[config.mk]
export PLATFORM = sky130hd
export DESIGN_NAME = fetch_ctrl
export DESIGN_NICKNAME = d
export VERILOG_FILES = /design/src/rtl/fetch_ctrl.sv
export SDC_FILE = /design/constraint.sdc
export NUM_CORES = 1
export LEC_CHECK = 0
export ABC_AREA = 1
export BUFFER_PORTS_ARGS = -buffer_cell sky130_fd_sc_hd__buf_2
export CORE_AREA = 2 2 188 190
export DETAILED_ROUTE_END_ITERATION = 12
export DIE_AREA = 0 0 190 192
export PLACE_DENSITY = 0.67
export RECOVER_POWER = 100
export SLEW_MARGIN = 20
export SYNTH_ARGS = -nofsm -noshare
export SYNTH_HDL_FRONTEND = slang
export SYNTH_SLANG_ARGS = --single-unit
export TNS_END_PERCENT = 1
[constraint.sdc]
create_clock -name clk -period 2.1 [get_ports clk]
set_clock_uncertainty 0.2 [all_clocks]
set_input_delay 0.105 -clock clk [delete_from_list [all_inputs] [get_ports clk]]
set_output_delay 0.105 -clock clk [all_outputs]
set_load 0.05 [all_outputs]
[src/rtl/fetch_ctrl.sv]
// Instruction-fetch sequencer: owns the PC, issues single-port memory reads and
// buffers {pc,instr} pairs in a small FIFO handed to decode over valid/ready.
module fetch_ctrl #(
  parameter logic [63:0] RESET_PC = 64'h0,
  parameter int unsigned QDEPTH   = 2
) (
  input  logic        clk,
  input  logic        reset,
  output logic        mem_read,
  output logic [63:0] mem_addr,
  input  logic [31:0] mem_instr,
  input  logic        mem_valid,
  input  logic        redirect_valid,
  input  logic [63:0] redirect_pc,
  input  logic        halt,
  output logic        id_valid,
  output logic [31:0] id_instr,
  output logic [63:0] id_pc,
  input  logic        id_ready,
  output logic        halted,
  output logic [31:0] fetch_count
);

  localparam int unsigned PW = (QDEPTH > 1) ? $clog2(QDEPTH) : 1;
  localparam int unsigned CW = PW + 1;
  localparam logic [31:0] NOP = 32'h0000_0013;

  typedef enum logic [1:0] {S_IDLE, S_FETCH, S_HALTED} state_e;

  state_e         state_q, state_d;
  logic [63:0]    pc_q, pc_d;
  logic [CW-1:0]  count_q, count_d;
  logic [PW-1:0]  wr_ptr_q, wr_ptr_d;
  logic [PW-1:0]  rd_ptr_q, rd_ptr_d;
  logic [31:0]    fetch_count_q, fetch_count_d;
  logic [63:0]    fifo_pc_q [QDEPTH];
  logic [63:0]    fifo_pc_d [QDEPTH];
  logic [31:0]    fifo_instr_q [QDEPTH];
  logic [31:0]    fifo_instr_d [QDEPTH];

  logic redir;
  logic push;
  logic pop;

  // Handshake and issue decisions; count is the registered occupancy.
  always_comb begin
    redir    = redirect_valid && (state_q != S_IDLE);
    mem_read = (state_q == S_FETCH) && !halt && !redirect_valid && (count_q < CW'(QDEPTH));
    push     = mem_read && mem_valid;
    id_valid = (count_q != '0) && !redirect_valid;
    pop      = id_valid && id_ready;
  end

  assign mem_addr    = pc_q;
  assign id_pc       = fifo_pc_q[rd_ptr_q];
  assign id_instr    = fifo_instr_q[rd_ptr_q];
  assign halted      = (state_q == S_HALTED);
  assign fetch_count = fetch_count_q;

  // Next-state: redirect flushes the FIFO and overrides push/pop.
  always_comb begin
    state_d       = state_q;
    pc_d          = pc_q;
    count_d       = count_q;
    wr_ptr_d      = wr_ptr_q;
    rd_ptr_d      = rd_ptr_q;
    fetch_count_d = fetch_count_q;
    fifo_pc_d     = fifo_pc_q;
    fifo_instr_d  = fifo_instr_q;

    case (state_q)
      S_IDLE:   state_d = S_FETCH;
      S_FETCH:  if (halt && !redirect_valid) state_d = S_HALTED;
      S_HALTED: state_d = S_HALTED;
      default:  state_d = S_IDLE;
    endcase

    if (redir) begin
      state_d  = S_FETCH;
      pc_d     = redirect_pc & ~64'd3;
      count_d  = '0;
      wr_ptr_d = '0;
      rd_ptr_d = '0;
    end else begin
      if (push) begin
        fifo_pc_d[wr_ptr_q]    = pc_q;
        fifo_instr_d[wr_ptr_q] = mem_instr;
        wr_ptr_d               = wr_ptr_q + PW'(1);
        pc_d                   = pc_q + 64'd4;
        fetch_count_d          = fetch_count_q + 32'd1;
      end
      if (pop) rd_ptr_d = rd_ptr_q + PW'(1);
      case ({push, pop})
        2'b10:   count_d = count_q + CW'(1);
        2'b01:   count_d = count_q - CW'(1);
        default: count_d = count_q;
      endcase
    end
  end

  always_ff @(posedge clk or negedge reset) begin
    if (!reset) begin
      state_q       <= S_IDLE;
      pc_q          <= RESET_PC;
      count_q       <= '0;
      wr_ptr_q      <= '0;
      rd_ptr_q      <= '0;
      fetch_count_q <= '0;
      for (int i = 0; i < int'(QDEPTH); i++) begin
        fifo_pc_q[i]    <= 64'h0;
        fifo_instr_q[i] <= NOP;
      end
    end else begin
      state_q       <= state_d;
      pc_q          <= pc_d;
      count_q       <= count_d;
      wr_ptr_q      <= wr_ptr_d;
      rd_ptr_q      <= rd_ptr_d;
      fetch_count_q <= fetch_count_d;
      fifo_pc_q     <= fifo_pc_d;
      fifo_instr_q  <= fifo_instr_d;
    end
  end

endmodule

==> results.cfg, run 1 <==
[outcome]
outcome = finished, violations left
failed_checks = setup timing

[route]
wl_mm = 51.1
wl_met3_mm = 3.20
ant_nets = 0
wl_per_cell_um = 17.2
dr.pass1.iters = 5
wl_met1_mm = 22.0
wl_met2_mm = 24.1
vias = 14900
viasPerCell = 5.01
highest_layer = met4
drt-initial-drc-count = 951
drc_errors = 0

[synth]
syn_area_um2 = 15200
yosys.area.top_type = dfrtp_1
ys_seq_area_frac = 0.473
postSynthCellCount = 2065
synth_top_area_share = 0.463
synth_top_family_by_area = simple AND/OR/NAND/NOR gates
yosys_most_used_dff = dfrtp_1
avgSynthCellArea_um2 = 7.38
ys_top_cells_by_count = 923 x nand2_1, 282 x dfrtp_1, 162 x nor2_1
synth-xor-area-share = 0.0247
synthSimpleGateAreaFrac = 0.316
ys_seq_elements = 288
synth-compound-area-share = 0.103
synth-edff-count = 0
synth-adder-area-share = 0.00410
synth_most_common_cell = nand2_1
synth.distinct_cells = 35
synth.area.top_cells = dfrtp_1 46%, nand2_1 23%, o21ai_1 4.2%
ys_warn_count = 0
synthArstFlopShare = 1.00
synth_mux_area_frac = 0

[timing]
period_needed_ns = 2.16
period_share = 1.03
relSlewSlack = 0.134
hold_slack_ns = 0.144
fin_setup_tns_ns = -0.708
hold_viol = 0
rsz0062_at_grt = true
setup_slack_ns = -0.0584
slew_viol_final = 0
worst_slew_pin_slew_ns = 1.30
fmax_mhz = 463
report.final.setup_viol = 34

[hold_path]
min-delay-start = redirect_pc[49]
hp-class = in2reg
whs_path_depth = 4

[clock_tree]
cts_tree = yes
path_clk_slew_ns = 0.06
htree_num_levels = 2
clockBufferDepth = 3
root_buffer = clkbuf_16
clkSinkCount = 288
cts_buffers = 34
worstSkewPairLatency_ns = 0.53

[setup_path]
arrival_ns = 1.85
crit_start = rd_ptr_q
cp.depth = 4
critPathCaptureType = primary output
rr_startpoint = state_q[1]
slowest_stage = dfrtp_4
path_cells = bufbuf_16 -> nand2_1 -> nand2_1 -> buf_4
critPathMaxFanout = 23
crit_path_frequent_cell = nand2_1
worstSetupPathType = reg2out
critPathTopFamily = buffers and inverters
crit_required_ns = 1.79
start_kind = register
critical_path_buf_inv_count = 2
slowest_delay_ns = 0.56
ff2ff_path_depth = 11

[pwr]
power.leakage_nw = 9.90
power_w = 0.0320
ir_worst_vdd_mv = 1.25
internal_power_w = 0.0159
power.density_nw_per_um2 = 1580
p_seq_frac = 0.295
switching_share = 0.502
power.switching_w = 0.0160
p_clk_frac = 0.185
combPwrFrac = 0.520

[cells_and_area]
syn_to_final_growth_pct = 32.7
fin_nets = 2607
postLayoutCellArea_um2 = 20200
multi_input_area_um2 = 6930
seqCellArea_um2 = 7220
antenna_cells = 0
fillers = 3187
drive_gt1_frac = 0.176

[flow_run]
maxCapViolCount = 0

[die]
coreArea_um2 = 34300
die_w_um = 190
num_rows = 68
io_pins = 297
start_util = 0.444
die_area_um2 = 36500
die_y_um = 192

[placement]
dp_slack_ns = -0.00413
placed_area_um2 = 17600
gp_congestion = 0.977
dpl.hpwl_mm = 36.0
io_buffers = 290

[grt]
antenna_found_initial = 0
grt_pass1_wl_mm = 79.0
grt.total_usage = 0.278
grt_overflow = 0
grt_max_degree = 79
first_global_vias = 14400
flip-flops by register name, summed over array words and instances, names as in the netlist:
name,cells
count_q,2
fetch_count,32
fifo_instr_q,64
fifo_pc_q,124
mem_addr,62
rd_ptr_q,1
state_q,2
wr_ptr_q,1
stage by stage:
stage / instances / utilization
floorplan: 2068 / -
global placement: 2810 / 0.514
detailed placement: 2810 / 0.514
CTS: 2976 / 0.588
global route: 2981 / 0.590
finish: 2981 / 0.590
final cells by class:
cell class,count,share of cell area
Timing Repair Buffer,482,0.184
Tap cell,455,0.0282
Clock inverter,10,0.00526
Clock buffer,52,0.0509
Multi-Input combinational cell,1527,0.343
Inverter,167,0.0321
Sequential cell,288,0.357
worst paths after layout:
path                               endpoint  slack [ns]
min reg2reg                fifo_instr_q[36]        0.27
max in group asynchronous      mem_addr[30]        0.22
min                            mem_addr[49]        0.14
max reg2reg                   fifo_pc_q[18]        0.03
min in group asynchronous      mem_addr[46]        0.15
max                            id_instr[11]       -0.06
power groups by stage:
stage	clock network [W]	logic [W]	registers (W)
5_1_grt	0.00630	0.0178	0.00969
6_report	0.00592	0.0166	0.00944
4_1_cts	0.00605	0.0164	0.00939
2_1_floorplan	0	0.00865	0.0113
3_5_place_dp	0	0.0153	0.00941
3_3_place_gp	0	0.0151	0.00935
tightest hold or removal path, delay by kind of cell:
kind	cells	cell delay [ns]
AND/OR/NAND/NOR	2	0.12
buffers and inverters	2	0.61
what timing repair did:
item,in CTS,in global routing
pin swaps,0,5
hold buffers,102,0
setup buffers,0,4
hold endpoints to repair,426,0
setup endpoints to repair,110,337
cloned,2,1
resized for setup,109,86
placed cells by master (no fill, tap or decap), types with 5 or more instances in the layout:
cell type | Yosys | final
a21oi_1 | 5 | 5
buf_12 | 0 | 13
buf_2 | 9 | 101
buf_4 | 8 | 94
buf_6 | 27 | 47
buf_8 | 0 | 6
clkbuf_1 | 33 | 106
clkbuf_16 | 0 | 36
clkbuf_2 | 0 | 10
clkbuf_4 | 0 | 7
clkbuf_8 | 0 | 9
dfrtp_1 | 282 | 276
dfrtp_2 | 0 | 5
dfstp_2 | 6 | 6
dlygate4sd3_1 | 0 | 100
inv_1 | 161 | 162
nand2_1 | 923 | 914
nand2_2 | 0 | 8
nand3_1 | 72 | 71
nand4_1 | 18 | 18
nor2_1 | 162 | 154
nor2_2 | 8 | 15
nor2_4 | 6 | 7
nor3_1 | 13 | 11
o211ai_1 | 10 | 10
o21ai_0 | 60 | 57
o21ai_1 | 127 | 130
o21ai_2 | 53 | 53
o21bai_1 | 5 | 5
xnor2_1 | 5 | 5
xor2_1 | 38 | 38
layer usage:
metal,vias to the layer above,global-route usage
met4,0,0.0924
met5,-,0
met3,107,0.0501
met1,7021,0.370
li1,7333,-
met2,484,0.458
cell families after synthesis:
logic type / Yosys count
AOI/OAI and AO/OA: 264
xor gates and xnor gates: 43
adders and majority gates: 5
buffers and inverters: 253
DFF: 288
other: 1
and+or+nand+nor: 1211
No activity file was read; power rests on OpenSTA's default activity.
==> run 2, diff against run 1 <==
Settings changed: ABC_AREA 1 to unset, CORE_AREA 2 2 188 190 to 2 2 179 181, DIE_AREA 0 0 190 192 to 0 0 181 183, GPL_TIMING_DRIVEN set to 0, PLACE_DENSITY 0.67 to unset, PLACE_DENSITY_LB_ADDON set to 0.05.
==> run 2 against run 1 <==
  * Sequential power is 7% higher
  * Power fell by 2.3%
  * Critical path type is now reg2reg
  * Clock power is 3% higher
  * Highest routed layer unchanged
  * Critical path depth rose by 5
  * The run still ends with setup timing left
  * Synthesized cell count fell by 43%
==> results.cfg, run 2 <==
[clock_tree]
path_clk_slew_ns = 0.06
htree_num_levels = 2
worstSkewPairLatency_ns = 0.51
cts_tree = yes
clockBufferDepth = 3
clkSinkCount = 288
cts_buffers = 35
root_buffer = clkbuf_16

[die]
coreArea_um2 = 31200
start_util = 0.446
die_y_um = 183
die_w_um = 181
num_rows = 65
io_pins = 297
die_area_um2 = 33100

[synth]
synth_top_family_by_area = multiplexers
synth-compound-area-share = 0.0632
syn_area_um2 = 13900
avgSynthCellArea_um2 = 11.9
postSynthCellCount = 1175
yosys.area.top_type = dfrtp_1
synth.area.top_cells = dfrtp_1 51%, mux2_2 22%, nand2_1 2.9%
synthSimpleGateAreaFrac = 0.136
synth_mux_area_frac = 0.228
ys_seq_elements = 288
synthArstFlopShare = 1.00
ys_seq_area_frac = 0.518
ys_top_cells_by_count = 282 x dfrtp_1, 277 x mux2_2, 109 x nand2_1
yosys_most_used_dff = dfrtp_1
synth-edff-count = 0
ys_warn_count = 0
synth_top_area_share = 0.506
synth.distinct_cells = 63
synth-xor-area-share = 0.0233
synth-adder-area-share = 0.00449
synth_most_common_cell = dfrtp_1

[cells_and_area]
largest_reg_flops = 124
fin_nets = 1735
layout.cells.non_filler = 2054
postLayoutCellArea_um2 = 19200
fillers = 2634
syn_to_final_growth_pct = 37.9
layout_common_cells = 267 x mux2_2, 259 x dfrtp_1, 146 x buf_2
drive_gt1_frac = 0.417
top_register = fifo_pc_q
layout_commonest_cell = mux2_2

[pwr]
ir_worst_vdd_mv = 1.27
power_w = 0.0312
power.leakage_nw = 8.86
power.density_nw_per_um2 = 1630

[route]
ant_nets = 0
dr.pass1.iters = 6
viasPerCell = 5.63
drt-initial-drc-count = 885
vias = 11600
wl_mm = 44.0
wl_per_cell_um = 21.4
drc_errors = 0

[timing]
setup_slack_ns = -0.438
slew_viol_final = 0
worst_slew_pin_slew_ns = 0.930
fmax_mhz = 394
period_needed_ns = 2.54
period_share = 1.21
hold_viol = 0
report.final.setup_viol = 331
relSlewSlack = 0.380
fin_setup_tns_ns = -78.47
rsz0062_at_grt = true

[grt]
grt_max_degree = 94
first_global_vias = 11500
grt.total_usage = 0.263
grt_pass1_wl_mm = 67.9
grt_overflow = 0
antenna_found_initial = 1

[placement]
gp_congestion = 0.849
dp.cells = 1872
placed_area_um2 = 16100
dpl.hpwl_mm = 29.3
io_buffers = 289

[setup_path]
worstSetupPathType = reg2reg
critPathCaptureType = register
start_kind = register
arrival_ns = 2.79
critPathMaxFanout = 5
crit_required_ns = 2.35

[outcome]
outcome = finished, violations left
failed_checks = setup timing

[flow_run]
maxCapViolCount = 0

[hold_path]
hp-class = in2reg
-- run 2: cell count changes in the layout (fill, tap and decap cells not counted), sizes merged, moves of 20 or more --
cell	delta
nand2	-816
xnor2	+25
nand4	+20
and3	+27
mux2	+277
nor2	-151
o21ai	-213
inv	-155
xor2	-31
-- run 2: metal layers --
metal,vias to the layer above,share of wire,global-route usage
li1,5229,-,-
met1,5763,0.42,0.354
met2,474,0.47,0.430
met3,91,0.072,0.0488
met4,0,0.030,0.0924
met5,-,0,0
-- run 2: worst paths after layout --
check / startpoint / end / slack [ns] / cells past startpoint
setup / recovery: state_q[1] / mem_addr[61] / -0.44 / 9
hold / removal: redirect_valid / rd_ptr_q / 0.04 / 5
setup reg to reg: state_q[1] / mem_addr[61] / -0.44 / 9
hold reg to reg: fetch_count[31] / fetch_count[31] / 0.27 / 1
max in group asynchronous: reset / mem_addr[15] / 0.02 / 4
min in group asynchronous: reset / fetch_count[17] / 0.89 / 4
-- run 2: cells by family after synthesis --
logic type                 count (synthesis)
AOI/OAI and AO/OA                        124
xor gates and xnor gates                  37
muxes                                    283
buffers and inverters                     90
DFF                                      288
and+or+nand+nor                          347
adders and majority gates                  5
other                                      1
-- run 2: repair_timing --
action / in CTS / in global routing
gates cloned: 1 / 1
pin swaps: 13 / 11
resized for setup: 278 / 56
endpoints found under the setup margin: 383 / 378
setup buffers: 17 / 5
hold buffers: 102 / 0
hold endpoints to repair: 414 / 0
-- run 2: stage by stage --
stage	utilization	hold WS (ns)	setup slack, ns
floorplan	-	-0.391	-0.403
global route	0.615	0.0668	-0.525
CTS	0.616	0.0197	-0.465
global placement	0.511	0.110	-6.00
detailed placement	0.514	-0.175	-1.36
finish	0.615	0.0388	-0.438
-- run 2: worst max-delay path, stage by stage (launching register included) --
cell and delay (ns):
dfrtp_1 0.38, inv_2 0.08, ha_4 0.13, or4b_4 0.54
inv_4 0.13, nand2_4 0.08, buf_8 0.15, or3_1 0.35
or3_1 0.33, nand3_1 0.10
-- run 2: report_power, final --
| group | internal (W) | total, W | switching [W] |
|---|---|---|---|
| Clock | 0.00372 | 0.00610 | 0.00238 |
| Combinational | 0.00534 | 0.0151 | 0.00971 |
| Sequential | 0.00797 | 0.0101 | 0.00210 |
-- run 2: final cells by class --
cell class	count	area (um2)	share of cell area
Tap cell	402	503	0.0262
Clock inverter	9	123	0.00638
Multi-Input combinational cell	801	6630	0.345
Buffer	74	747	0.0389
Inverter	11	43.8	0.00228
Clock buffer	51	1020	0.0530
Antenna cell	1	2.50	0.000130
Sequential cell	288	7250	0.377
Timing Repair Buffer	417	2910	0.151
